[src/rtl/mdio_responder_pkg.sv]
`default_nettype none
// ============================================================================
//  Module   : mdio_responder_pkg
//  Purpose  : Shared constants, field widths and FSM encoding for the MDIO
//             responder (PHY side of the management link).
//  Revision : 1.0  initial release
// ============================================================================
package mdio_responder_pkg;

    // Frame field codes (MSB first on the wire)
    localparam logic [1:0] ST_CODE = 2'b01;
    localparam logic [1:0] OP_WR   = 2'b01;
    localparam logic [1:0] OP_RD   = 2'b10;
    localparam logic [1:0] TA_WR   = 2'b10;

    // Field widths
    localparam int PHYAD_W = 5;
    localparam int REGAD_W = 5;
    localparam int DATA_W  = 16;
    localparam int FRAME_W = 32;
    localparam int CNT_W   = 5;

    // Counter reload values. A field of N bits loads N-1 and finishes on the
    // rise where the counter is already zero. Skip counts cover every bit
    // left up to and including bit 32 so that DATA content can never be
    // mistaken for a new start-of-frame.
    localparam logic [CNT_W-1:0] C_OP_LAST   = CNT_W'(1);
    localparam logic [CNT_W-1:0] C_PHY_LAST  = CNT_W'(PHYAD_W - 1);
    localparam logic [CNT_W-1:0] C_REG_LAST  = CNT_W'(REGAD_W - 1);
    localparam logic [CNT_W-1:0] C_TA_LAST   = CNT_W'(1);
    localparam logic [CNT_W-1:0] C_DATA_LAST = CNT_W'(DATA_W - 1);
    localparam logic [CNT_W-1:0] C_SKIP_OP   = CNT_W'(FRAME_W - 4 - 1);   // bits 5..32
    localparam logic [CNT_W-1:0] C_SKIP_PHY  = CNT_W'(FRAME_W - 9 - 1);   // bits 10..32
    localparam logic [CNT_W-1:0] C_SKIP_TA   = CNT_W'(FRAME_W - 16 - 1);  // bits 17..32
    // Rises seen while serving a read: bit 15 (TA) through bit 32
    localparam logic [CNT_W-1:0] C_RD_RISES  = CNT_W'(FRAME_W - 14);

    typedef enum logic [3:0] {
        S_IDLE  = 4'd0,
        S_ST1   = 4'd1,
        S_OP    = 4'd2,
        S_PHY   = 4'd3,
        S_REG   = 4'd4,
        S_TA    = 4'd5,
        S_WDATA = 4'd6,
        S_RDATA = 4'd7,
        S_SKIP  = 4'd8
    } state_t;

endpackage
`default_nettype wire

[src/rtl/mdio_responder_if.sv]
`default_nettype none
// ============================================================================
//  Module   : mdio_responder_if
//  Purpose  : MDIO line plus register-file side band of the responder.
//  Ports    : master = station/verification side (drives MDC, MDIO_IN,
//             DBG_ADDR); slave = responder (drives line and strobes).
//  Revision : 1.0  initial release
// ============================================================================
interface mdio_responder_if;
    import mdio_responder_pkg::*;

    logic               MDC;
    logic               MDIO_IN;
    logic               MDIO_OUT;
    logic               MDIO_OE;
    logic               WR_STB;
    logic [REGAD_W-1:0] WR_ADDR;
    logic [DATA_W-1:0]  WR_DATA;
    logic               RD_STB;
    logic               FRAME_ERR;
    logic [REGAD_W-1:0] DBG_ADDR;
    logic [DATA_W-1:0]  DBG_DATA;

    modport master (
        output MDC, MDIO_IN, DBG_ADDR,
        input  MDIO_OUT, MDIO_OE, WR_STB, WR_ADDR, WR_DATA,
               RD_STB, FRAME_ERR, DBG_DATA
    );

    modport slave (
        input  MDC, MDIO_IN, DBG_ADDR,
        output MDIO_OUT, MDIO_OE, WR_STB, WR_ADDR, WR_DATA,
               RD_STB, FRAME_ERR, DBG_DATA
    );

endinterface
`default_nettype wire

[src/rtl/mdio_responder_regfile.sv]
`default_nettype none
// ============================================================================
//  Module   : mdio_responder_regfile
//  Purpose  : 32 x 16 management register file. One synchronous write port,
//             two asynchronous read ports (frame read, debug read).
//  Ports    : clk, rst (async, active high), i_we/i_waddr/i_wdata,
//             i_raddr_a/o_rdata_a, i_raddr_b/o_rdata_b
//  Revision : 1.0  initial release
// ============================================================================
module mdio_responder_regfile
    import mdio_responder_pkg::*;
(
    input  wire logic               clk,
    input  wire logic               rst,
    input  wire logic               i_we,
    input  wire logic [REGAD_W-1:0] i_waddr,
    input  wire logic [DATA_W-1:0]  i_wdata,
    input  wire logic [REGAD_W-1:0] i_raddr_a,
    output      logic [DATA_W-1:0]  o_rdata_a,
    input  wire logic [REGAD_W-1:0] i_raddr_b,
    output      logic [DATA_W-1:0]  o_rdata_b
);

    localparam int c_DEPTH = 2 ** REGAD_W;

    logic [DATA_W-1:0] r_mem [c_DEPTH];

    always_ff @(posedge clk or posedge rst) begin
        if (rst) begin
            for (int i = 0; i < c_DEPTH; i++) begin
                r_mem[i] <= '0;
            end
        end else if (i_we) begin
            r_mem[i_waddr] <= i_wdata;
        end
    end

    assign o_rdata_a = r_mem[i_raddr_a];
    assign o_rdata_b = r_mem[i_raddr_b];

endmodule
`default_nettype wire

[src/rtl/mdio_responder.sv]
`default_nettype none
// ============================================================================
//  Module   : mdio_responder
//  Purpose  : PHY-side MDIO responder. Samples MDIO_IN on MDC rising edges,
//             decodes ST/OP/PHYAD/REGAD/TA/DATA, writes the register file on
//             write frames and drives TA + 16 data bits on read frames.
//             Line outputs change only on MDC falling edges.
//  Ports    : clk, RESET (async, active high), bus (mdio_responder_if.slave)
//  Revision : 1.0  initial release
// ============================================================================
module mdio_responder
    import mdio_responder_pkg::*;
#(
    parameter logic [PHYAD_W-1:0] PHY_ADDR    = 5'd1,
    parameter int                 MIN_MDC_DIV = 4
)(
    input  wire logic       clk,
    input  wire logic       RESET,
    mdio_responder_if.slave bus
);

    // ------------------------------------------------------------------
    // MDC edge detection
    // ------------------------------------------------------------------
    logic r_mdc_d;
    logic w_rise;
    logic w_fall;

    assign w_rise = bus.MDC & ~r_mdc_d;
    assign w_fall = ~bus.MDC & r_mdc_d;

    // ------------------------------------------------------------------
    // State and datapath registers
    // ------------------------------------------------------------------
    state_t             r_state,    w_state_nxt;
    logic [CNT_W-1:0]   r_cnt,      w_cnt_nxt;
    logic [DATA_W-1:0]  r_shift,    w_shift_nxt;
    logic [1:0]         r_op,       w_op_nxt;
    logic [REGAD_W-1:0] r_reg,      w_reg_nxt;
    logic               r_out,      w_out_nxt;
    logic               r_oe,       w_oe_nxt;
    logic               r_wr_stb,   w_wr_stb_nxt;
    logic [REGAD_W-1:0] r_wr_addr,  w_wr_addr_nxt;
    logic [DATA_W-1:0]  r_wr_data,  w_wr_data_nxt;
    logic               r_rd_stb,   w_rd_stb_nxt;
    logic               r_ferr,     w_ferr_nxt;

    // Shift register with the bit being sampled this cycle appended; the
    // low bits of this word are the value of whichever field just ended.
    logic [DATA_W-1:0]  w_shifted;
    logic               w_rf_we;
    logic [DATA_W-1:0]  w_rf_rdata;

    assign w_shifted = {r_shift[DATA_W-2:0], bus.MDIO_IN};

    mdio_responder_regfile u_regfile (
        .clk       (clk),
        .rst       (RESET),
        .i_we      (w_rf_we),
        .i_waddr   (r_reg),
        .i_wdata   (w_shifted),
        .i_raddr_a (w_shifted[REGAD_W-1:0]),
        .o_rdata_a (w_rf_rdata),
        .i_raddr_b (bus.DBG_ADDR),
        .o_rdata_b (bus.DBG_DATA)
    );

    // ------------------------------------------------------------------
    // Sequential process
    // ------------------------------------------------------------------
    always_ff @(posedge clk or posedge RESET) begin
        if (RESET) begin
            r_mdc_d   <= 1'b0;
            r_state   <= S_IDLE;
            r_cnt     <= '0;
            r_shift   <= '0;
            r_op      <= '0;
            r_reg     <= '0;
            r_out     <= 1'b0;
            r_oe      <= 1'b0;
            r_wr_stb  <= 1'b0;
            r_wr_addr <= '0;
            r_wr_data <= '0;
            r_rd_stb  <= 1'b0;
            r_ferr    <= 1'b0;
        end else begin
            r_mdc_d   <= bus.MDC;
            r_state   <= w_state_nxt;
            r_cnt     <= w_cnt_nxt;
            r_shift   <= w_shift_nxt;
            r_op      <= w_op_nxt;
            r_reg     <= w_reg_nxt;
            r_out     <= w_out_nxt;
            r_oe      <= w_oe_nxt;
            r_wr_stb  <= w_wr_stb_nxt;
            r_wr_addr <= w_wr_addr_nxt;
            r_wr_data <= w_wr_data_nxt;
            r_rd_stb  <= w_rd_stb_nxt;
            r_ferr    <= w_ferr_nxt;
        end
    end

    // ------------------------------------------------------------------
    // Next-state / output logic
    // ------------------------------------------------------------------
    always_comb begin
        w_state_nxt   = r_state;
        w_cnt_nxt     = r_cnt;
        w_shift_nxt   = r_shift;
        w_op_nxt      = r_op;
        w_reg_nxt     = r_reg;
        w_out_nxt     = r_out;
        w_oe_nxt      = r_oe;
        w_wr_addr_nxt = r_wr_addr;
        w_wr_data_nxt = r_wr_data;
        w_wr_stb_nxt  = 1'b0;
        w_rd_stb_nxt  = 1'b0;
        w_ferr_nxt    = 1'b0;
        w_rf_we       = 1'b0;

        case (r_state)
            S_IDLE: begin
                // Preamble 1s keep us here; the first 0 is ST bit 1.
                if (w_rise && (bus.MDIO_IN == ST_CODE[1])) begin
                    w_state_nxt = S_ST1;
                end
            end

            S_ST1: begin
                if (w_rise) begin
                    if (bus.MDIO_IN == ST_CODE[0]) begin
                        w_state_nxt = S_OP;
                        w_cnt_nxt   = C_OP_LAST;
                    end else begin
                        w_ferr_nxt  = 1'b1;
                        w_state_nxt = S_IDLE;
                    end
                end
            end

            S_OP: begin
                if (w_rise) begin
                    w_shift_nxt = w_shifted;
                    w_cnt_nxt   = r_cnt - 1'b1;
                    if (r_cnt == '0) begin
                        w_op_nxt = w_shifted[1:0];
                        if ((w_shifted[1:0] == OP_WR) || (w_shifted[1:0] == OP_RD)) begin
                            w_state_nxt = S_PHY;
                            w_cnt_nxt   = C_PHY_LAST;
                        end else begin
                            w_ferr_nxt  = 1'b1;
                            w_state_nxt = S_SKIP;
                            w_cnt_nxt   = C_SKIP_OP;
                        end
                    end
                end
            end

            S_PHY: begin
                if (w_rise) begin
                    w_shift_nxt = w_shifted;
                    w_cnt_nxt   = r_cnt - 1'b1;
                    if (r_cnt == '0) begin
                        if (w_shifted[PHYAD_W-1:0] == PHY_ADDR) begin
                            w_state_nxt = S_REG;
                            w_cnt_nxt   = C_REG_LAST;
                        end else begin
                            // Frame for another PHY: stay silent to the end.
                            w_state_nxt = S_SKIP;
                            w_cnt_nxt   = C_SKIP_PHY;
                        end
                    end
                end
            end

            S_REG: begin
                if (w_rise) begin
                    w_shift_nxt = w_shifted;
                    w_cnt_nxt   = r_cnt - 1'b1;
                    if (r_cnt == '0) begin
                        w_reg_nxt = w_shifted[REGAD_W-1:0];
                        if (r_op == OP_WR) begin
                            w_state_nxt = S_TA;
                            w_cnt_nxt   = C_TA_LAST;
                        end else begin
                            // Snapshot read data now; the shift register
                            // then serves as the output shifter.
                            w_state_nxt = S_RDATA;
                            w_cnt_nxt   = '0;
                            w_shift_nxt = w_rf_rdata;
                        end
                    end
                end
            end

            S_TA: begin
                if (w_rise) begin
                    w_shift_nxt = w_shifted;
                    w_cnt_nxt   = r_cnt - 1'b1;
                    if (r_cnt == '0) begin
                        if (w_shifted[1:0] == TA_WR) begin
                            w_state_nxt = S_WDATA;
                            w_cnt_nxt   = C_DATA_LAST;
                        end else begin
                            w_ferr_nxt  = 1'b1;
                            w_state_nxt = S_SKIP;
                            w_cnt_nxt   = C_SKIP_TA;
                        end
                    end
                end
            end

            S_WDATA: begin
                if (w_rise) begin
                    w_shift_nxt = w_shifted;
                    w_cnt_nxt   = r_cnt - 1'b1;
                    if (r_cnt == '0) begin
                        w_rf_we       = 1'b1;
                        w_wr_addr_nxt = r_reg;
                        w_wr_data_nxt = w_shifted;
                        w_wr_stb_nxt  = 1'b1;
                        w_state_nxt   = S_IDLE;
                    end
                end
            end

            S_RDATA: begin
                // r_cnt counts rises from bit 15; each following fall acts
                // on that count. The fall after bit 14 sees 0 and is ignored.
                if (w_rise) begin
                    w_cnt_nxt = r_cnt + 1'b1;
                end else if (w_fall) begin
                    if (r_cnt == CNT_W'(1)) begin
                        w_oe_nxt  = 1'b1;
                        w_out_nxt = 1'b0;
                    end else if (r_cnt == C_RD_RISES) begin
                        w_oe_nxt     = 1'b0;
                        w_out_nxt    = 1'b0;
                        w_rd_stb_nxt = 1'b1;
                        w_state_nxt  = S_IDLE;
                    end else if (r_cnt >= CNT_W'(2)) begin
                        w_out_nxt   = r_shift[DATA_W-1];
                        w_shift_nxt = {r_shift[DATA_W-2:0], 1'b0};
                    end
                end
            end

            S_SKIP: begin
                if (w_rise) begin
                    w_cnt_nxt = r_cnt - 1'b1;
                    if (r_cnt == '0) begin
                        w_state_nxt = S_IDLE;
                    end
                end
            end

            default: begin
                w_state_nxt = S_IDLE;
            end
        endcase
    end

    assign bus.MDIO_OUT  = r_out;
    assign bus.MDIO_OE   = r_oe;
    assign bus.WR_STB    = r_wr_stb;
    assign bus.WR_ADDR   = r_wr_addr;
    assign bus.WR_DATA   = r_wr_data;
    assign bus.RD_STB    = r_rd_stb;
    assign bus.FRAME_ERR = r_ferr;

    // ------------------------------------------------------------------
    // MDC rate check: consecutive MDC edges must be at least half an MDC
    // period of MIN_MDC_DIV clocks apart, otherwise edges can be missed.
    // ------------------------------------------------------------------
    localparam int c_GAP_MIN = (MIN_MDC_DIV / 2) - 1;

    logic [7:0] r_gap;

    always_ff @(posedge clk or posedge RESET) begin
        if (RESET) begin
            r_gap <= '1;
        end else if (w_rise || w_fall) begin
            r_gap <= '0;
        end else if (r_gap != '1) begin
            r_gap <= r_gap + 8'd1;
        end
    end

    a_mdc_rate: assert property (@(posedge clk) disable iff (RESET)
        (w_rise || w_fall) |-> (int'(r_gap) >= c_GAP_MIN));

endmodule
`default_nettype wire
[src/flat_wrapper.sv]
// flat-port wrapper written by rule: the top's interface ports become plain ports
module mdio_responder_flat import mdio_responder_pkg::*;
#(
    parameter logic [PHYAD_W-1:0] PHY_ADDR    = 5'd1,
    parameter int                 MIN_MDC_DIV = 4
)
  (clk, RESET, bus_MDC, bus_MDIO_IN, bus_DBG_ADDR, bus_MDIO_OUT, bus_MDIO_OE, bus_WR_STB, bus_WR_ADDR, bus_WR_DATA, bus_RD_STB, bus_FRAME_ERR, bus_DBG_DATA);
  mdio_responder_if bus_i ();
  input  wire logic clk;
  input  wire logic RESET;
  input wire logic [$bits(bus_i.MDC)-1:0] bus_MDC;
  input wire logic [$bits(bus_i.MDIO_IN)-1:0] bus_MDIO_IN;
  input wire logic [$bits(bus_i.DBG_ADDR)-1:0] bus_DBG_ADDR;
  output wire logic [$bits(bus_i.MDIO_OUT)-1:0] bus_MDIO_OUT;
  output wire logic [$bits(bus_i.MDIO_OE)-1:0] bus_MDIO_OE;
  output wire logic [$bits(bus_i.WR_STB)-1:0] bus_WR_STB;
  output wire logic [$bits(bus_i.WR_ADDR)-1:0] bus_WR_ADDR;
  output wire logic [$bits(bus_i.WR_DATA)-1:0] bus_WR_DATA;
  output wire logic [$bits(bus_i.RD_STB)-1:0] bus_RD_STB;
  output wire logic [$bits(bus_i.FRAME_ERR)-1:0] bus_FRAME_ERR;
  output wire logic [$bits(bus_i.DBG_DATA)-1:0] bus_DBG_DATA;
  assign bus_i.MDC = bus_MDC;
  assign bus_i.MDIO_IN = bus_MDIO_IN;
  assign bus_i.DBG_ADDR = bus_DBG_ADDR;
  assign bus_MDIO_OUT = bus_i.MDIO_OUT;
  assign bus_MDIO_OE = bus_i.MDIO_OE;
  assign bus_WR_STB = bus_i.WR_STB;
  assign bus_WR_ADDR = bus_i.WR_ADDR;
  assign bus_WR_DATA = bus_i.WR_DATA;
  assign bus_RD_STB = bus_i.RD_STB;
  assign bus_FRAME_ERR = bus_i.FRAME_ERR;
  assign bus_DBG_DATA = bus_i.DBG_DATA;
  mdio_responder #(.PHY_ADDR(PHY_ADDR), .MIN_MDC_DIV(MIN_MDC_DIV)) u_core (.clk(clk), .RESET(RESET), .bus(bus_i));
endmodule
[config.mk]
export PLATFORM = sky130hd
export DESIGN_NAME = mdio_responder_flat
export DESIGN_NICKNAME = d
export VERILOG_FILES = /design/src/rtl/mdio_responder_pkg.sv /design/src/rtl/mdio_responder_if.sv /design/src/rtl/mdio_responder_regfile.sv /design/src/rtl/mdio_responder.sv /design/src/flat_wrapper.sv
export SDC_FILE = /design/constraint.sdc
export NUM_CORES = 1
export LEC_CHECK = 0
export BUFFER_PORTS_ARGS = -buffer_cell sky130_fd_sc_hd__buf_2
export CAP_MARGIN = 0
export CORE_ASPECT_RATIO = 1.75
export CORE_MARGIN = 2
export CORE_UTILIZATION = 45
export CTS_BUF_LIST = sky130_fd_sc_hd__clkbuf_4
export DETAILED_ROUTE_END_ITERATION = 12
export HOLD_SLACK_MARGIN = 0.12
export MAX_ROUTING_LAYER = met4
export SETUP_SLACK_MARGIN = 0.5
export SYNTH_ARGS = -nofsm -noshare
export SYNTH_HDL_FRONTEND = slang
export SYNTH_SLANG_ARGS = --single-unit
[constraint.sdc]
create_clock -name clk -period 24.2 [get_ports clk]
set_input_delay 1.21 -clock clk [delete_from_list [all_inputs] [get_ports clk]]
set_output_delay 1.21 -clock clk [all_outputs]
set_load 0.03 [all_outputs]
==> metrics.md, run 1 <==
| Metric | Value |
|---|---|
| Setup tns final | 0 ps |
| Crit path time final | 5540 ps |
| Max FFs per register | 512 |
| DR WL/cell | 30.2 um |
| Critical Path Source Type | input pin |
| Synthesized area | 30400 sq um |
| Final Setup Violations | 0 |
| Max Buffers Root-to-Sink | 3 |
| Initial antenna violation count | 4 |
| Initial DRC count | 1360 |
| CTS Sinks | 571 |
| Worst Slack Setup Final | 18660 ps |
| Initial Util | a little under half |
| Clock root buffer | clkbuf_4 |
| Chip Width | approximately 200 um |
| CP required | 22990 ps |
| Reg-to-Reg Start | u_core.r_cnt[0] |
| WP buf/inv | 3 |
| P&R area growth vs syn | 9.06% |
| Final Cycle Share | a little under a quarter |
| Yosys reg bits | 571 |
| Dpl hpwl | roughly 56000 um |
| Core Region | 67200 sq um |
| Pin count of the biggest net entering global routing | 180 |
| Total track usage | around 29% |
| Drt pass-1 iters | 5 |
| YS warnings | 0 |
| Distinct cells, synth | 68 |
| Syn avg cell area | 14.3 sq um |
| Site Rows | about 130 |
| H-tree depth | 4 |
| Critical Path Sink | bus_DBG_DATA[9] |
| Commonest non-fill, non-tap cell in the layout | dfrtp_1 |
| Drt drc | 0 |
| Max-slew violations | 0 |
| Max transition margin | 13.4% |
| Largest Register | u_core.u_regfile.r_mem |
| Num ports | 51 |
| Crit path from | bus_DBG_ADDR[0] |
| Synthesized Nets | 2141 |
| Nets | 2183 |
| Post-DR vias/cell | 6.39 |
| Crit path depth | 6 |
| Max Cap Viol | 0 |
| Register area share after synthesis | between 40% and 50% |
| Gr ovfl total | 0 |
| Vias in the first global route | 21575 |
| Status | finished, final reports clean |
| Number of synthesized flops with an enable pin | 0 |
| PortBufs | 50 |
| Reg clk slew, reported paths | 70 ps |
| CTS tree | built |
| Fmax achieved | 181 MHz |
| Kind of critical path | in2out |
| Total CTS buffers | 144 |
| Largest fanout on the critical path | 55 |
| Type of the most critical hold path | in2async |
| Die H | 348 um |
| Top cells by area, synth | dfrtp_1 47%, mux4_2 20%, mux2_2 18%, mux2i_1 2.3%, clkbuf_1 1.7% |
| Area leader, netlist | dfrtp_1 |
| Non-filler cells, final | 3167 |
| RSZ-0062 raised after global routing | no |
| Worst setup EP type | primary output |
| R2R depth | 9 |
| Vias | 20239 |
| Setup bufs post-CTS | 0 |
| Slew @ Worst Pin | 1300 ps |
| GPL Wtd Cong | 0.850 |
| PwrDens | 80.5 nW/um^2 |
| Pre-CTS setup slack | 18560 ps |
| Routed wire length | 95500 um |
| Pleak | 15.3 nW |
| Most frequent cells in the layout | 567 x dfrtp_1, 499 x mux2_2, 267 x mux4_2, 202 x clkbuf_4, 109 x nand2_1 |
| Global-route wire length before repair | ~140000 um |
| Cells after Synth | roughly 2100 |
| Placed Cells | 2917 |
| Critical Path AT | between 4000 and 5000 ps |
| Final-layout fill cell count | 5961 |
| Final ANT Viol Nets | 0 |
| Final Hold Vio Count | 0 |
| Area of the die | about 70000 sq um |
| Multi-input gate area | 15200 sq um |
| Post-synth top area share | a little under half |
| Hold Buf Count CTS | 0 |
| CP max-delay cell | buf_4 |
| Register area | between 10000 and 15000 sq um |
| Worst skew pair latency | approximately 950 ps |
| CP dominant cell by count | mux4_2 |
| Worst path max stage delay | 810 ps |
| Ys flop type | dfrtp_1 |
| Worst R2R Setup Slack | 19700 ps |
| Layout cells sized above 1 | 49.9% |
| Clock skew | 44.4 ps |
| Final core utilization | 49.4% |
| Reg2reg end | u_core.u_regfile.r_mem[268] |
| FFs w/ async S/R, synth | 100% |
| Top cell family by delay on the critical path | buffers and inverters |
| Maximum vdd ir drop | between 0.00005 and 0.00006 V |
| CP cell instances | clkbuf_8, buf_4, mux4_2, mux4_2, mux2_2, buf_2 |
| Post-cts repair resize count | 0 |
-- synth_stat cells (4+ instances only) --
master    instances
nor2_4            4
nor3_1           15
clkbuf_1        139
nand2b_1         10
o22ai_1          12
o311a_1           4
a21oi_1          30
buf_6             7
buf_4             8
nand4b_1          4
nand4_1           5
o211ai_1         11
nor2_1           30
ha_1              7
nand3_1          19
o21ai_0         101
a22oi_1          20
mux2i_1          69
a31oi_1           5
buf_2            29
inv_1            13
dfrtp_1         571
buf_1            23
nor2b_1           9
and2_1            5
nand2_1         118
nand3b_1          5
mux4_2          267
mux2_2          499
nor3b_1           5
a221oi_1          9
a211oi_1         11
nor2_2            5
-- how the worst min path moves through the flow --
stage                                   from                     end  slack, ps
after floorplan           u_core.r_shift[15]      u_core.r_shift[15]        450
after global placement    u_core.r_shift[14]      u_core.r_shift[14]        470
after detailed placement  u_core.r_shift[14]      u_core.r_shift[14]        480
after CTS                            bus_MDC          u_core.r_mdc_d        320
after global routing                 bus_MDC          u_core.r_mdc_d        380
final                                  RESET  u_core.bus.WR_DATA[11]        380
-- through the flow --
| step | hold WS [ps] | area, sq um | power, mW |
|---|---|---|---|
| detailed placement | 484 | 31400 | 1.86 |
| global route | 378 | 33200 | 2.79 |
| global placement | 467 | 31400 | 1.85 |
| finish | 377 | 33200 | 2.67 |
| floorplan | 449 | 30400 | 1.61 |
| CTS | 322 | 33100 | 2.69 |
-- logic make-up (layout without fill, tap and decap cells) --
kind of cell	Yosys count	count (layout)	share of synthesized area, %
compound gates	229	229	4.67
xor+xnor	2	2	0.0576
fa+ha+maj	7	7	0.288
buf+inv	222	365	3.13
flops	571	571	47.0
mux	837	837	40.6
other cells	0	3	0
simple gates	257	257	4.25
-- layer usage --
metal  routed length [um]  GRT usage, %  share of wire [%]  up-vias
met2                49400          48.6                 52      769
met5                    0             -                  0        -
met1                35800          32.8                 37    10892
met4                 5700          16.9                6.0        0
met3                 4620          4.26                4.8      282
li1                     -             -                  -     8296
-- power by group --
group          total, mW  switching, mW  leakage (nW)  internal [mW]
sequential          1.17          0.159          7.90           1.02
clock              0.824          0.407          1.07          0.417
combinational      0.670          0.428          6.38          0.242
-- cell type report --
| cell class | count | share of cell area, % |
|---|---|---|
| inverters | 16 | 0.204 |
| well taps | 896 | 3.38 |
| clock inverters | 45 | 0.804 |
| multi-input cells | 1332 | 45.9 |
| repair buffers | 102 | 2.02 |
| diodes | 3 | 0.0226 |
| clock buffers | 202 | 4.57 |
| flip-flops and latches | 571 | 43.1 |
(Power assumes the default switching activity.)
==> run 2, diff against run 1 <==
clock period = 5.7 ns   (was 24.2 ns; I/O delays follow)
==> metrics.md, run 2 (synthesis gave the netlist of run 1 again) <==
| Metric | Value |
|---|---|
| Final Cell Area | 33200 sq um (+0.12%) |
| Dpl hpwl | 59600 um (+5.5%) |
| Reg clk slew, reported paths | 60 ps (about the same) |
| Final Setup Violations | 0 (unchanged) |
| H-tree depth | 4 (unchanged) |
| Initial antenna violation count | 4 (unchanged) |
| Worst Hold End | u_core.bus.RD_STB |
| Clock root buffer | clkbuf_4 |
| Drt drc | 0 (unchanged) |
| Final hold slack | 426 ps (+49.1 ps) |
| Placed instance area | 31500 sq um (+0.51%) |
| Worst Slack Setup Final | 1300 ps (-17360 ps) |
| Final-layout fill cell count | 5948 (-0.22%) |
| Max FFs per register | 512 (unchanged) |
| Initial DRC count | 1476 (+8.5%) |
| Max Cap Viol | 0 (unchanged) |
| Sw Pwr | 4.21 mW (+320%) |
| GPL Wtd Cong | 0.851 (+0.12%) |
| CTS Sinks | 571 (unchanged) |
| Site Rows | 126 (unchanged) |
| Total track usage | 28.6% (-0.19 points) |
| Reg2reg end | u_core.u_regfile.r_mem[269] |
| Critical Path AT | 5210 ps (+880 ps) |
| P&R area growth vs syn | 9.19% |
| Hold Buf Count CTS | 5 (+5) |
| Net Sw Frac | 37.5% (+0.29 points) |
| Multi-input gate area | 15200 sq um (-0.24%) |
| Core Region | 67200 sq um (unchanged) |
| Final Hold Vio Count | 0 (unchanged) |
| DR WL/cell | 29.9 um (-1.0%) |
| Placed Cells | 2939 (+0.75%) |
| Initial Util | 45.3% (unchanged) |
| Type of the most critical hold path | in2reg |
| Vias | 20158 (-0.40%) |
| Fmax achieved | 227 MHz |
| Maximum vdd ir drop | 0.000204 V (+270%) |
| Final ANT Viol Nets | 0 (unchanged) |
| Worst setup EP type | register |
| Clk network pwr share | 29.5% (-1.4 points) |
| Logic pwr share | 26.4% (+1.3 points) |
| Commonest non-fill, non-tap cell in the layout | dfrtp_1 |
| Reg-to-Reg Start | u_core.r_cnt[0] |
| Chip Width | 200 um (unchanged) |
| Final Cycle Share | 77.2% |
| Clock skew | 48.1 ps (+3.73 ps) |
| Routed wire length | 94500 um (-1.1%) |
| Max-slew violations | 0 (unchanged) |
| Area of the die | 69700 sq um (unchanged) |
| Worst skew pair latency | 950 ps (about the same) |
| Tot Pwr | 11.2 mW (+320%) |
| RSZ-0062 raised after global routing | no |
| R2R depth | 7 (-2) |
| Critical Path Source Type | register |
| CP required | 6510 ps (-16480 ps) |
| Kind of critical path | reg2reg |
| CTS tree | built |
| Register area | 14300 sq um (about the same) |
| Final core utilization | 49.4% (+0.058 points) |
| Crit path time final | 4400 ps |
| Post-DR vias/cell | 6.37 (-0.37%) |
| P_int | 7.01 mW (+320%) |
| Flop pwr share | 44.0% (about the same) |
| Largest Register | u_core.u_regfile.r_mem |
| Hold Crit Start | bus_MDC |
| Status | finished, final reports clean |
| Vias in the first global route | 21681 (+0.49%) |
| Slew @ Worst Pin | 1390 ps (+90.2 ps) |
| PortBufs | 50 (unchanged) |
| Nets | 2207 (+1.1%) |
| Most frequent cells in the layout | 568 x dfrtp_1, 499 x mux2_2, 267 x mux4_2, 202 x clkbuf_4, 118 x nand2_1 |
| Max transition margin | 7.35% (-6.0 points) |
| Num ports | 51 (unchanged) |
| Hold depth | 5 |
| Gr ovfl total | 0 (unchanged) |
| Post-cts repair resize count | 0 (unchanged) |
| Pre-CTS setup slack | 1340 ps (-17220 ps) |
| Global-route wire length before repair | 142000 um (about the same) |
| Drt pass-1 iters | 6 (+1) |
| Pin count of the biggest net entering global routing | 178 (-1.1%) |
| Non-filler cells, final | 3166 (-0.032%) |
| Setup bufs post-CTS | 0 (unchanged) |
| Setup tns final | 0 ps (unchanged) |
| PwrDens | 338 nW/um^2 (+320%) |
| Layout cells sized above 1 | 49.7% (-0.20 points) |
| Total CTS buffers | 141 (-2.1%) |
| Largest fanout on the critical path | 21 (-62%) |
| Max Buffers Root-to-Sink | 3 (unchanged) |
| Pleak | 15.4 nW (+0.27%) |
| Worst R2R Setup Slack | 1300 ps (-18400 ps) |
| Die H | 348 um (unchanged) |
## run 2: cell count changes in the layout (fill, tap and decap cells not counted), moves of 2 or more
cell | before | now
clkinv_2 | 9 | 1
nor2_2 | 7 | 9
and2b_1 | 0 | 3
diode_2 | 3 | 1
nand2_1 | 109 | 118
and2b_2 | 3 | 0
nor2_4 | 6 | 4
clkinv_1 | 27 | 14
buf_12 | 1 | 4
buf_4 | 52 | 71
dlygate4sd3_1 | 0 | 5
nand2_2 | 10 | 1
bufinv_16 | 3 | 1
## run 2: power groups by stage
stage          sequential (mW)  combinational (mW)  clock (mW)
3_5_place_dp              5.01                2.95           0
6_report                  4.94                2.97        3.32
2_1_floorplan             4.68                2.14           0
4_1_cts                   4.93                2.96        3.41
3_3_place_gp              4.99                2.93           0
5_1_grt                   4.99                3.16        3.60
## run 2: cell type report
type | instances | area share [%]
Inverter | 16 | 0.192
Clock buffer | 202 | 4.57
Timing Repair Buffer | 129 | 2.78
Antenna cell | 1 | 0.00754
Clock inverter | 19 | 0.298
Tap cell | 896 | 3.38
Sequential cell | 571 | 43.1
Multi-Input combinational cell | 1332 | 45.7
## run 2: how the worst max path moves through the flow
stage	startpoint	end	slack, ps	depth (start not counted)
floorplan	RESET	u_core.bus.FRAME_ERR	-2360	1
global placement	u_core.r_cnt[0]	u_core.u_regfile.r_mem[269]	1420	7
detailed placement	u_core.r_cnt[0]	u_core.u_regfile.r_mem[265]	1340	7
CTS	u_core.r_cnt[0]	u_core.u_regfile.r_mem[262]	1310	7
global route	u_core.r_cnt[1]	u_core.u_regfile.r_mem[270]	980	7
finish	u_core.r_cnt[0]	u_core.u_regfile.r_mem[269]	1300	7
## run 2: routing by layer
metal	global-route usage (%)	up-vias	part of all wire (%)
li1	-	8334	-
met1	31.6	10749	36
met2	48.6	783	52
met3	4.33	292	5.0
met4	18.2	0	7.0
met5	-	-	0
## run 2: worst max-delay path, cell delays in order, from the launching register on
cell and delay (ps):
dfrtp_1 450, inv_1 180, ha_1 210, or4b_4 580, nor4_4 870, and3_1 460, nand4b_1 900, mux2_2 610
==> run 3, diff against run 2 <==
clock period = 4.6 ns   (was 5.7 ns; I/O delays follow)
==> metrics.md, run 3 (synthesis gave the netlist of run 1 again) <==
| Metric | Value |
|---|---|
| Status | finished, final reports clean |
| WP buf/inv | 1 (unchanged) |
| Routed wire length | 97100 um (+2.7%) |
| Initial DRC count | 1589 (+7.7%) |
| Commonest non-fill, non-tap cell in the layout | dfrtp_1 |
| Critical Path Source Type | register |
| Worst skew pair latency | 930 ps (-20 ps) |
| Final Setup Violations | 0 (unchanged) |
| H-tree depth | 4 (unchanged) |
| CP cell instances | inv_1, ha_1, or4b_4, nor2_4, nand2_2, or4_1, and2b_1, mux2_2 |
| Global-route wire length before repair | 145000 um (+1.8%) |
| Final Hold Vio Count | 0 (unchanged) |
| RSZ-0062 raised after global routing | no |
| Vias | 20453 (+1.5%) |
| PortBufs | 50 (unchanged) |
| Max FFs per register | 512 (unchanged) |
| Largest Register | u_core.u_regfile.r_mem |
| Core Region | 67200 sq um (unchanged) |
| CTS tree | built |
| Maximum vdd ir drop | 0.000216 V (+5.9%) |
| Final Cycle Share | 84.5% (+7.3 points) |
| DR WL/cell | 30.4 um (+1.7%) |
| Pleak | 15.5 nW (+0.91%) |
| Nets | 2224 (+0.77%) |
| CTS Sinks | 571 (unchanged) |
| Vias in the first global route | 21491 (-0.88%) |
| Fmax achieved | 257 MHz (+13%) |
| Tot Pwr | 14.0 mW (+24%) |
| Pin count of the biggest net entering global routing | 138 (-22%) |
| Type of the most critical hold path | in2reg |
| Max-slew violations | 0 (unchanged) |
| Critical Path AT | 4670 ps (-540 ps) |
| Max Cap Viol | 0 (unchanged) |
| PwrDens | 417 nW/um^2 (+23%) |
| Final core utilization | 49.8% (+0.39 points) |
| Slew @ Worst Pin | 1310 ps (-80.1 ps) |
| Total CTS buffers | 139 (-1.4%) |
| Final ANT Viol Nets | 0 (unchanged) |
| Post-DR vias/cell | 6.40 (+0.48%) |
| Initial antenna violation count | 4 (unchanged) |
| CP max-delay cell | and2b_1 |
| Num ports | 51 (unchanged) |
| Reg clk slew, reported paths | 60 ps (about the same) |
| Initial Util | 45.3% (unchanged) |
| Drt pass-1 iters | 5 (-1) |
| Max transition margin | 12.7% (+5.3 points) |
| Site Rows | 126 (unchanged) |
| Clock skew | 44.0 ps (-4.07 ps) |
| Top cell family by delay on the critical path | simple AND/OR/NAND/NOR gates |
| Chip Width | 200 um (unchanged) |
| GPL Wtd Cong | 0.856 (+0.53%) |
| Area of the die | 69700 sq um (unchanged) |
| P&R area growth vs syn | 10.0% |
| Gr ovfl total | 0 (unchanged) |
| Max Buffers Root-to-Sink | 3 (unchanged) |
| Largest fanout on the critical path | 16 (-24%) |
| Dpl hpwl | 63000 um (+5.8%) |
| Layout cells sized above 1 | 49.8% (+0.091 points) |
| Most frequent cells in the layout | 568 x dfrtp_1, 499 x mux2_2, 267 x mux4_2, 193 x clkbuf_4, 117 x nand2_1 |
| Worst setup EP type | register |
| Post-cts repair resize count | 0 (unchanged) |
| Crit path time final | 3890 ps (-512 ps) |
| CP required | 5380 ps (-1130 ps) |
| Kind of critical path | reg2reg |
| Clock root buffer | clkbuf_4 |
| Total track usage | 29.4% (+0.76 points) |
| Worst path max stage delay | 960 ps (+60 ps) |
| Die H | 348 um (unchanged) |
| Drt drc | 0 (unchanged) |
run 3: timing repair:
| action | in CTS | in global routing |
|---|---|---|
| hold buffers | 5 | 0 |
| setup endpoints to repair | 0 | 0 |
| setup buffers | 0 | 0 |
| hold endpoints to repair | 464 | 0 |
run 3: stage by stage:
stage          std cells  cell area [sq um]  hold WS (ps)  setup TNS (ps)  setup slack, ps
6_report            3197              33500           339               0              711
5_1_grt             3196              33500           314               0              555
4_1_cts             3195              33500           253               0              736
3_5_place_dp        2958              31700           398               0              769
3_3_place_gp        2958              31700           388               0              813
2_1_floorplan       2125              30400           261        -1945730            -3410
run 3: final timing paths:
kind	slack [ps]	cells past startpoint	end	from
max in group asynchronous	2730	5	u_core.u_regfile.r_mem[74]	RESET
worst min-delay path	340	5	u_core.bus.RD_STB	bus_MDC
worst max-delay path	710	8	u_core.u_regfile.r_mem[433]	u_core.r_cnt[0]
worst max register to register	710	8	u_core.u_regfile.r_mem[433]	u_core.r_cnt[0]
worst min register to register	500	1	u_core.bus.WR_DATA[4]	u_core.bus.WR_DATA[4]
min in group asynchronous	570	4	u_core.u_regfile.r_mem[115]	RESET
run 3: metal layers:
layer / global-route usage [%] / share of wire, % / vias up
met5: - / 0 / -
met4: 18.5 / 7.0 / 0
met3: 5.07 / 5.6 / 329
met2: 49.7 / 52 / 863
met1: 32.3 / 36 / 10872
li1: - / - / 8389
run 3: worst reg2reg max path: stages, from the launching register on:
cell     delay, ps
dfrtp_1        460
inv_1          180
ha_1           200
or4b_4         580
nor2_4         140
nand2_2         90
or4_1          730
and2b_1        960
mux2_2         420
run 3: layout make-up:
class                           instances  area [sq um]
Fill cell                            5956         33700
Antenna cell                            2          5.00
Clock buffer                          193          1450
Sequential cell                       571         14300
Multi-Input combinational cell       1332         15200
Inverter                               16          63.8
Tap cell                              896          1120
Clock inverter                         39           206
Timing Repair Buffer                  148          1140
run 3: report_power, final:
group          switching, mW  internal, mW  total (mW)  leakage (nW)
clock                   2.07          2.04        4.11          1.00
sequential             0.756          5.34        6.10          7.90
combinational           2.41          1.34        3.75          6.63
total                   5.23          8.72        14.0          15.5
